`src/rtl/hub75_scan_reader.sv`:
```
// Scans a 2-bit-per-pixel frame RAM row by row into a HUB75 panel: shift, blank, latch, unblank.
// The next row is shifted while the previously latched row is on display.
module hub75_scan_reader #(
    parameter int COLUMNS        = 64,
    parameter int ROW_BITS       = 5,
    parameter int ADDR_WIDTH     = 11,
    parameter int DISPLAY_CYCLES = 256
) (
    input  logic                  Clock,
    input  logic                  Reset_n,
    input  logic                  Enable,
    output logic [ADDR_WIDTH-1:0] RamAddress,
    output logic                  RamClockEn,
    input  logic [1:0]            RamData,
    output logic                  PanelClock,
    output logic                  PanelLatch,
    output logic                  PanelBlank,
    output logic [ROW_BITS-1:0]   RowSelect,
    output logic                  DataTop,
    output logic                  DataBottom,
    output logic                  FrameDone
);

    localparam int COL_BITS = $clog2(COLUMNS);
    localparam int TIMER_W  = $clog2(DISPLAY_CYCLES + 1);

    localparam logic [COL_BITS:0]     COL_END    = (COL_BITS + 1)'(COLUMNS);
    localparam logic [ROW_BITS-1:0]   ROW_LAST   = '1;
    localparam logic [TIMER_W-1:0]    TIMER_LOAD = TIMER_W'(DISPLAY_CYCLES);

    localparam logic [2:0] S_IDLE   = 3'd0;
    localparam logic [2:0] S_SHIFT  = 3'd1;
    localparam logic [2:0] S_WAIT   = 3'd2;
    localparam logic [2:0] S_BLANK  = 3'd3;
    localparam logic [2:0] S_LATCH  = 3'd4;
    localparam logic [2:0] S_SWITCH = 3'd5;

    logic [2:0]            state_q,        state_d;
    logic [COL_BITS:0]     column_q,       column_d;
    logic                  phase_q,        phase_d;
    logic [ROW_BITS-1:0]   load_row_q,     load_row_d;
    logic [TIMER_W-1:0]    timer_q,        timer_d;
    logic [ADDR_WIDTH-1:0] ram_address_q,  ram_address_d;
    logic                  ram_clock_en_q, ram_clock_en_d;
    logic                  panel_clock_q,  panel_clock_d;
    logic                  panel_latch_q,  panel_latch_d;
    logic                  panel_blank_q,  panel_blank_d;
    logic [ROW_BITS-1:0]   row_select_q,   row_select_d;
    logic                  data_top_q,     data_top_d;
    logic                  data_bottom_q,  data_bottom_d;
    logic                  frame_done_q,   frame_done_d;
    logic [COL_BITS:0]     column_inc;

    function automatic logic [ADDR_WIDTH-1:0] make_addr(input logic [ROW_BITS-1:0] row,
                                                        input logic [COL_BITS-1:0] col);
        return ADDR_WIDTH'({row, col});
    endfunction

    assign column_inc = column_q + 1'b1;

    // phase_q=0: address issued / panel clock high; phase_q=1: RAM word arrives and is registered.
    always_comb begin
        state_d        = state_q;
        column_d       = column_q;
        phase_d        = phase_q;
        load_row_d     = load_row_q;
        timer_d        = (timer_q != '0) ? timer_q - 1'b1 : timer_q;
        ram_address_d  = ram_address_q;
        ram_clock_en_d = 1'b0;
        panel_clock_d  = 1'b0;
        panel_latch_d  = 1'b0;
        panel_blank_d  = panel_blank_q;
        row_select_d   = row_select_q;
        data_top_d     = data_top_q;
        data_bottom_d  = data_bottom_q;
        frame_done_d   = 1'b0;

        case (state_q)
            S_IDLE: begin
                panel_blank_d = 1'b1;
                if (Enable) begin
                    state_d        = S_SHIFT;
                    column_d       = '0;
                    phase_d        = 1'b0;
                    ram_address_d  = make_addr(load_row_q, '0);
                    ram_clock_en_d = 1'b1;
                end
            end
            S_SHIFT: begin
                if (!phase_q) begin
                    if (column_q == COL_END) begin
                        state_d = S_WAIT;
                    end else begin
                        phase_d = 1'b1;
                    end
                end else begin
                    data_top_d    = RamData[1];
                    data_bottom_d = RamData[0];
                    phase_d       = 1'b0;
                    column_d      = column_inc;
                    panel_clock_d = 1'b1;
                    if (column_inc != COL_END) begin
                        ram_address_d  = make_addr(load_row_q, column_inc[COL_BITS-1:0]);
                        ram_clock_en_d = 1'b1;
                    end
                end
            end
            S_WAIT: begin
                if (timer_q == '0) begin
                    panel_blank_d = 1'b1;
                    state_d       = Enable ? S_BLANK : S_IDLE;
                end
            end
            S_BLANK: begin
                panel_latch_d = 1'b1;
                row_select_d  = load_row_q;
                state_d       = S_LATCH;
            end
            S_LATCH: begin
                panel_blank_d = 1'b0;
                frame_done_d  = (load_row_q == ROW_LAST);
                state_d       = S_SWITCH;
            end
            S_SWITCH: begin
                load_row_d     = load_row_q + 1'b1;
                timer_d        = TIMER_LOAD;
                column_d       = '0;
                phase_d        = 1'b0;
                ram_address_d  = make_addr(load_row_d, '0);
                ram_clock_en_d = 1'b1;
                state_d        = S_SHIFT;
            end
            default: begin
                state_d       = S_IDLE;
                panel_blank_d = 1'b1;
            end
        endcase
    end

    always_ff @(posedge Clock or negedge Reset_n) begin
        if (!Reset_n) begin
            state_q        <= S_IDLE;
            column_q       <= '0;
            phase_q        <= 1'b0;
            load_row_q     <= '0;
            timer_q        <= '0;
            ram_address_q  <= '0;
            ram_clock_en_q <= 1'b0;
            panel_clock_q  <= 1'b0;
            panel_latch_q  <= 1'b0;
            panel_blank_q  <= 1'b1;
            row_select_q   <= '0;
            data_top_q     <= 1'b0;
            data_bottom_q  <= 1'b0;
            frame_done_q   <= 1'b0;
        end else begin
            state_q        <= state_d;
            column_q       <= column_d;
            phase_q        <= phase_d;
            load_row_q     <= load_row_d;
            timer_q        <= timer_d;
            ram_address_q  <= ram_address_d;
            ram_clock_en_q <= ram_clock_en_d;
            panel_clock_q  <= panel_clock_d;
            panel_latch_q  <= panel_latch_d;
            panel_blank_q  <= panel_blank_d;
            row_select_q   <= row_select_d;
            data_top_q     <= data_top_d;
            data_bottom_q  <= data_bottom_d;
            frame_done_q   <= frame_done_d;
        end
    end

    assign RamAddress = ram_address_q;
    assign RamClockEn = ram_clock_en_q;
    assign PanelClock = panel_clock_q;
    assign PanelLatch = panel_latch_q;
    assign PanelBlank = panel_blank_q;
    assign RowSelect  = row_select_q;
    assign DataTop    = data_top_q;
    assign DataBottom = data_bottom_q;
    assign FrameDone  = frame_done_q;

endmodule

```
`config.mk`:
```
export PLATFORM = sky130hd
export DESIGN_NAME = hub75_scan_reader
export DESIGN_NICKNAME = d
export VERILOG_FILES = /design/src/rtl/hub75_scan_reader.sv
export SDC_FILE = /design/constraint.sdc
export NUM_CORES = 1
export LEC_CHECK = 0
export BUFFER_PORTS_ARGS = -buffer_cell sky130_fd_sc_hd__buf_4
export CORE_MARGIN = 2
export CORE_UTILIZATION = 30
export CTS_BUF_LIST = sky130_fd_sc_hd__clkbuf_8
export CTS_CLUSTER_SIZE = 14
export DETAILED_ROUTE_END_ITERATION = 8
export GPL_ROUTABILITY_DRIVEN = 0
export HOLD_SLACK_MARGIN = 0.15
export PLACE_DENSITY = 0.55
export SLEW_MARGIN = 20
export SYNTH_ARGS = -nofsm -noshare
export SYNTH_HDL_FRONTEND = slang
export SYNTH_SLANG_ARGS = --single-unit
```
`constraint.sdc`:
```
create_clock -name Clock -period 2.27 [get_ports Clock]
set_input_delay 0.1135 -clock Clock [delete_from_list [all_inputs] [get_ports Clock]]
set_output_delay 0.1135 -clock Clock [all_outputs]
set_load 0.005 [all_outputs]
```
# ---- Yosys cells after proc, flatten, opt, wreduce, memory -nomap -nowiden
# Cells that the tools add are included.
dict set report op_classes {
  addsub 3
  n_eq_ne 14
  muxes 29
  bitwise 1
  n_reduce_logical 12
}
# operator count
set ops {}
lappend ops {{$mux 11} 3}
lappend ops {{$pmux 11 s3} 1}
lappend ops {{$pmux 7 s3} 1}
lappend ops {{$mux 9} 2}
lappend ops {{$pmux 3 s6} 1}
lappend ops {{$mux 7} 2}
lappend ops {{$mux 3} 4}
lappend ops {{$ne 2x2->1 const B} 6}
lappend ops {{$mux 1} 11}
lappend ops {{$logic_not 9->1} 1}
lappend ops {{$pmux 1 s3} 3}
lappend ops {{$reduce_bool 9->1} 1}
lappend ops {{$sub 9x1->9 const B} 1}
lappend ops {{$reduce_and 4->1} 2}
lappend ops {{$add 7x1->7 const B} 1}
lappend ops {{$eq 7x7->1 const B} 1}
lappend ops {{$ne 7x7->1 const B} 1}
lappend ops {{$eq 3x2->1 const B} 2}
lappend ops {{$eq 3x3->1 const B} 2}
lappend ops {{$reduce_and 2->1} 3}
lappend ops {{$add 5x1->5 const B} 1}
lappend ops {{$eq 5x5->1 const B} 1}
lappend ops {{$eq 3x1->1 const B} 1}
lappend ops {{$logic_not 3->1} 1}
lappend ops {{other kinds (6)} 6}
dict set report totals {
  register_bits 48
  inputBits 5
  word_cells 73
}

# ---- Depth between registers and ports, before layout
dict set report depth {
  word_depth 5
  ltp_mapped 8
  mapped_depth_nobuf 7
}

# ---- Least setup slack after synthesis
# Ideal clock, no wire load.
dict set report synth_path {
  path_type {register to register}
  from {register state_q[2]}
  to {register ram_address_q[6], in the netlist RamAddress[6]}
  setup_time_ps 125
  t_arrival_ps 1712
  required_ps 2145
  setup_slack_ps 433
  path_stages_with_launch 8
  n_path_buf 2
  period_less_slack_ps 1837
  cell_sequence {dfrtp_1 > and2b_1 > nor2_1 > or3_1 > buf_4 > a31oi_4 > buf_6 > mux2_4}
}
dict set report synth_between {
  elab_chain_cells 3
}
# item line_no
set synth_rtl {}
lappend synth_rtl {{start, declared} 38} ;# logic [2:0] state_q, state_d;
lappend synth_rtl {{start signal, assigned} 157} ;# state_q <= state_d;
lappend synth_rtl {{$eq 3x1->1 (tied with other cells)} 78} ;# case (state_q)
lappend synth_rtl {{$ne 2x2->1 (no line) / $reduce_bool 3->1 (equally long branches)} n/a}
lappend synth_rtl {{$reduce_and 4->1 (no line)} n/a}
lappend synth_rtl {{end signal, assigned} 162} ;# ram_address_q <= ram_address_d;
lappend synth_rtl {{end, declared} 43} ;# logic [ADDR_WIDTH-1:0] ram_address_q, ram_address_d;
# Parallel ways exist; a longest one is shown, timed or not.
# A chain may end at the register's enable or synchronous reset.

# ---- Final worst setup path
dict set report layout_path {
  from {register state_q[2]}
  to {register ram_address_q[10], in the netlist RamAddress[10]}
}
# The elaborated chain is that of the path after synthesis.

==> flow_results.org <==
** Outcome
- Run status :: completed

** Detailed routing
- Once detail routing completed, the nets flagged for antenna violations numbered 0.
- Before antenna repair, the detailed router went through 4 iterations.
- Final wirelength :: 4420 um
- For this block, the initial DRC count from the detailed router was 69.
- Detailed-route DRC error count :: 0
- Dividing the detail-routed via count by the number of cells gives 4.60.
- Detail-routed net length per standard cell :: 12.6 um
- The routed layout has 1610 vias.

** Synth
- Summing the areas of all and, or, nand and nor instances in the mapped netlist gives 17.3% of the synthesized area.
- The cell area that synthesis handed to floorplanning was 2240 sq um.
- Among all flip-flop cells after synthesis, the most frequent one is dfrtp_1.
- Synthesis inferred 48 register bits.
- Fraction of synthesis flops using an asynchronous set or reset pin :: 100%
- Yosys mapped a number of flops with a built-in enable equal to 0.
- Xor and xnor area share after synthesis :: 5.48%
- Counting instances in the post-synthesis netlist gives the leading cell types as 47 x dfrtp_1, 36 x nand2_1, 20 x nor2_1.
- Adder-cell area share of the yosys netlist :: 2.79%
- Compound-cell area share of the yosys netlist :: 10.2%
- Sequential cells were found to cover 53.7% of the synthesized design area.
- Top cells by area, synth :: dfrtp_1 53%, nand2_1 6.0%, xnor2_1 3.5%, nor2_1 3.4%, ha_1 2.8%
- Most frequent cell after synthesis :: dfrtp_1
- The number of nets in the synthesized netlist is 227.
- Number of warnings issued by yosys :: 0
- Gate count of the mapped netlist :: 217
- Area share of the largest cell type after synthesis :: 52.5%
- Multiplexer cells account for 6.15% of the synthesized area.
- Main combinational cell family by area after synthesis :: simple AND/OR/NAND/NOR gates
- Dividing the synthesized area by the synthesized cell count gives 10.3 sq um.
- After synthesis, the netlist uses 44 different library cells.
- Largest area contributor in the synthesized netlist :: dfrtp_1

** Die
- The die covers 8170 sq um.
- The floorplan step set the die height to 90.4 um.
- After floorplanning, the core was divided into 31 placement rows.
- Total I/O pin count :: 28
- Area of the core :: 7250 sq um
- Die outline width :: 90.4 um
- Once the floorplan was initialized, standard cells occupied 30.9% of the core.

** Timing
- The number of hold violations in the final report was 0.
- In this run the tightest slew margin relative to its limit is 60.2%.
- Transition at the pin with the smallest max-transition slack :: 0.597 ns
- Unrepaired setup endpoints after global routing :: no
- Setup violations remaining at the end of the flow were counted as 0.
- In the final timing run, aggregate negative setup slack is 0 ns.
- Across all hold checks on the routed design, the worst slack comes to 0.186 ns.
- Max-slew violation count :: 0
- Based on the critical path, the design can be clocked at up to 493 MHz.
- After layout, the minimum clock period comes to 2.03 ns.
- After layout, the worst path uses 89.4% of the clock period.
- Clock skew on the completed layout was measured at 0.00602 ns.
- PnR worst setup slack :: 0.240 ns

** Critical path
- WP data required :: 2.46 ns
- Startpoint class of the critical path :: flop
- Cell breakdown of the critical path :: and2b_1 > nor2_1 > or3_1 > a31oi_4 > mux2_1
- Startpoint of the lowest-slack register-to-register path :: state_q[2]
- Endpoint kind of the worst setup timing path :: flop
- Slowest cell delay on critical path :: 0.49 ns
- Worst-path maximum fanout :: 11
- Crit Path Class :: flop to flop
- The most critical setup path has its startpoint at state_q[2].
- The slowest stage of the critical path is the dfrtp_1 cell.
- Arrival time of the worst setup path :: 2.22 ns

** Power
- Pwr dens :: 592 nW/um^2
- Static leakage power :: 1.31 nW
- Sequential cells account for 53.4% of the total power.
- Net switching power :: 0.304 mW
- Worst IR Drop VDD :: 288 uV
- Switching Share :: 19.0%
- Relative contribution of the clock network to total power :: 44.7%
- In this run, the combinational gates consume 1.9% of the power.
- The completed layout was analyzed and its total power is 1.61 mW.
- Int Power :: 1.30 mW

** Clocking
- Clock latency reported for the late side of the worst-skew pair :: 0.30 ns
- CTS Sinks :: 48
- Register clock-pin slew on the reported worst setup and hold paths :: 0.08 ns
- The tree is rooted in a clkbuf_8.
- Maximum level of the CTS H-tree :: 2
- TritonCTS built the clock tree.
- The number of setup buffers added after CTS is 0.
- TritonCTS created 5 clock buffers.
- Counting along the longest clock path gives a buffer depth of 2.

** Job
- The tool flagged a number of max-cap violations equal to 0.

** Finish
- Number of fill cells :: 744
- Cells fill 37.4% of the core in the end.
- Total non-filler cell area in the finished layout :: 2710 sq um
- Final layout net count :: 261
- Summing all flip-flop and latch instances after layout gives 1200 sq um.
- The post-route netlist has 21.1% of its cells at a drive strength greater than 1.
- Multi-input gate area :: 937 sq um
- Finished Layout Cells :: 350
- The number of antenna diodes in the final layout is 0.
- From synthesis to final layout, the design area changed by 21.1%.

** GRT
- The number of antenna violations at the first check in global routing was 0.
- Number of global-route vias before repair :: 1610
- Total congestion overflow after global routing :: 0
- Total global routing track utilization :: 11.6%
- Entering global routing, the biggest net connects 49 pins.
- The first global-routing pass estimated 7630 um of wire.

** Place
- Placed standard-cell area :: 2550 sq um
- Number of cells in the design after placement :: 340
- During placement, the flow inserted port buffers numbering 27.
- Worst Setup Slack post-DPL :: 0.241 ns
- Detailed placement HPWL :: 3100 um

** Hold path
- Type of the worst min-delay path :: input port to flop
- In this run the most critical hold path is launched from Enable.
==> power by group through the flow <==
| stage | combinational (mW) | clock [mW] | sequential (mW) |
|---|---|---|---|
| 3_3_place_gp | 0.0295 | 0 | 0.874 |
| 5_1_grt | 0.0365 | 0.782 | 0.858 |
| 6_report | 0.0311 | 0.717 | 0.857 |
| 2_1_floorplan | 0.00267 | 0 | 0.874 |
| 3_5_place_dp | 0.0297 | 0 | 0.874 |
| 4_1_cts | 0.0335 | 0.741 | 0.857 |
==> worst max-delay path, delay by kind of cell, from the launching register on <==
kind            cells  cell delay [ns]
flops               1             0.49
compound gates      1             0.36
mux                 1             0.36
simple gates        3             0.71
==> placed cells by master, fill, tap and decap left out, types with 5 or more instances in the layout <==
cell,instances
a21oi_1,7
buf_4,32
clkbuf_8,5
dfrtp_1,47
ha_1,5
inv_1,12
nand2_1,36
nor2_1,20
o21ai_0,12
xnor2_1,9
xor2_1,5
==> cell type report <==
cell class              instances  share of cell area, %
repair buffers                 35                   9.97
clock buffers                   5                   2.54
flip-flops and latches         48                   44.3
inverters                      13                   1.80
clock inverters                 2                   2.22
well taps                      99                   4.57
multi-input cells             148                   34.6
==> per-layer routing <==
layer | wire length, um | global-route usage [%]
met1 | 2140 | 15.2
met2 | 2090 | 18.6
met3 | 137 | 2.92
met4 | 50 | 4.23
met5 | 0 | 0
==> final timing paths <==
check                            endpoint  slack, ns  depth (start not counted)
max                        RamAddress[10]       0.24                          5
min                            state_q[0]       0.19                          4
max reg2reg                RamAddress[10]       0.24                          5
min reg2reg                  RowSelect[3]       0.48                          2
max in group asynchronous   RamAddress[5]       1.51                          2
min in group asynchronous      timer_q[2]       0.35                          2
==> registers in the layout, indices dropped and copies added, names as in the netlist <==
| register | cells |
|---|---|
| load_row_q | 5 |
| phase_q | 1 |
| PanelClock | 1 |
| RowSelect | 5 |
| RamAddress | 11 |
| column_q | 7 |
| DataBottom | 1 |
| RamClockEn | 1 |
| state_q | 3 |
| timer_q | 9 |
| DataTop | 1 |
| PanelBlank | 1 |
| FrameDone | 1 |
| PanelLatch | 1 |
==> cells by family after synthesis <==
group	count (synthesis)
AO/OA/AOI/OAI	35
XOR/XNOR	14
adder cells (fa/ha/maj)	5
buffers and inverters	21
flip-flops	48
multiplexers	11
AND/OR/NAND/NOR	83
==> repair_timing <==
item                       CTS  global route
gates resized for setup      0             0
setup endpoints to repair    0             0
hold buffers                 3             0
hold endpoints to repair    49             0
No activity file was read; power rests on OpenSTA's default activity.
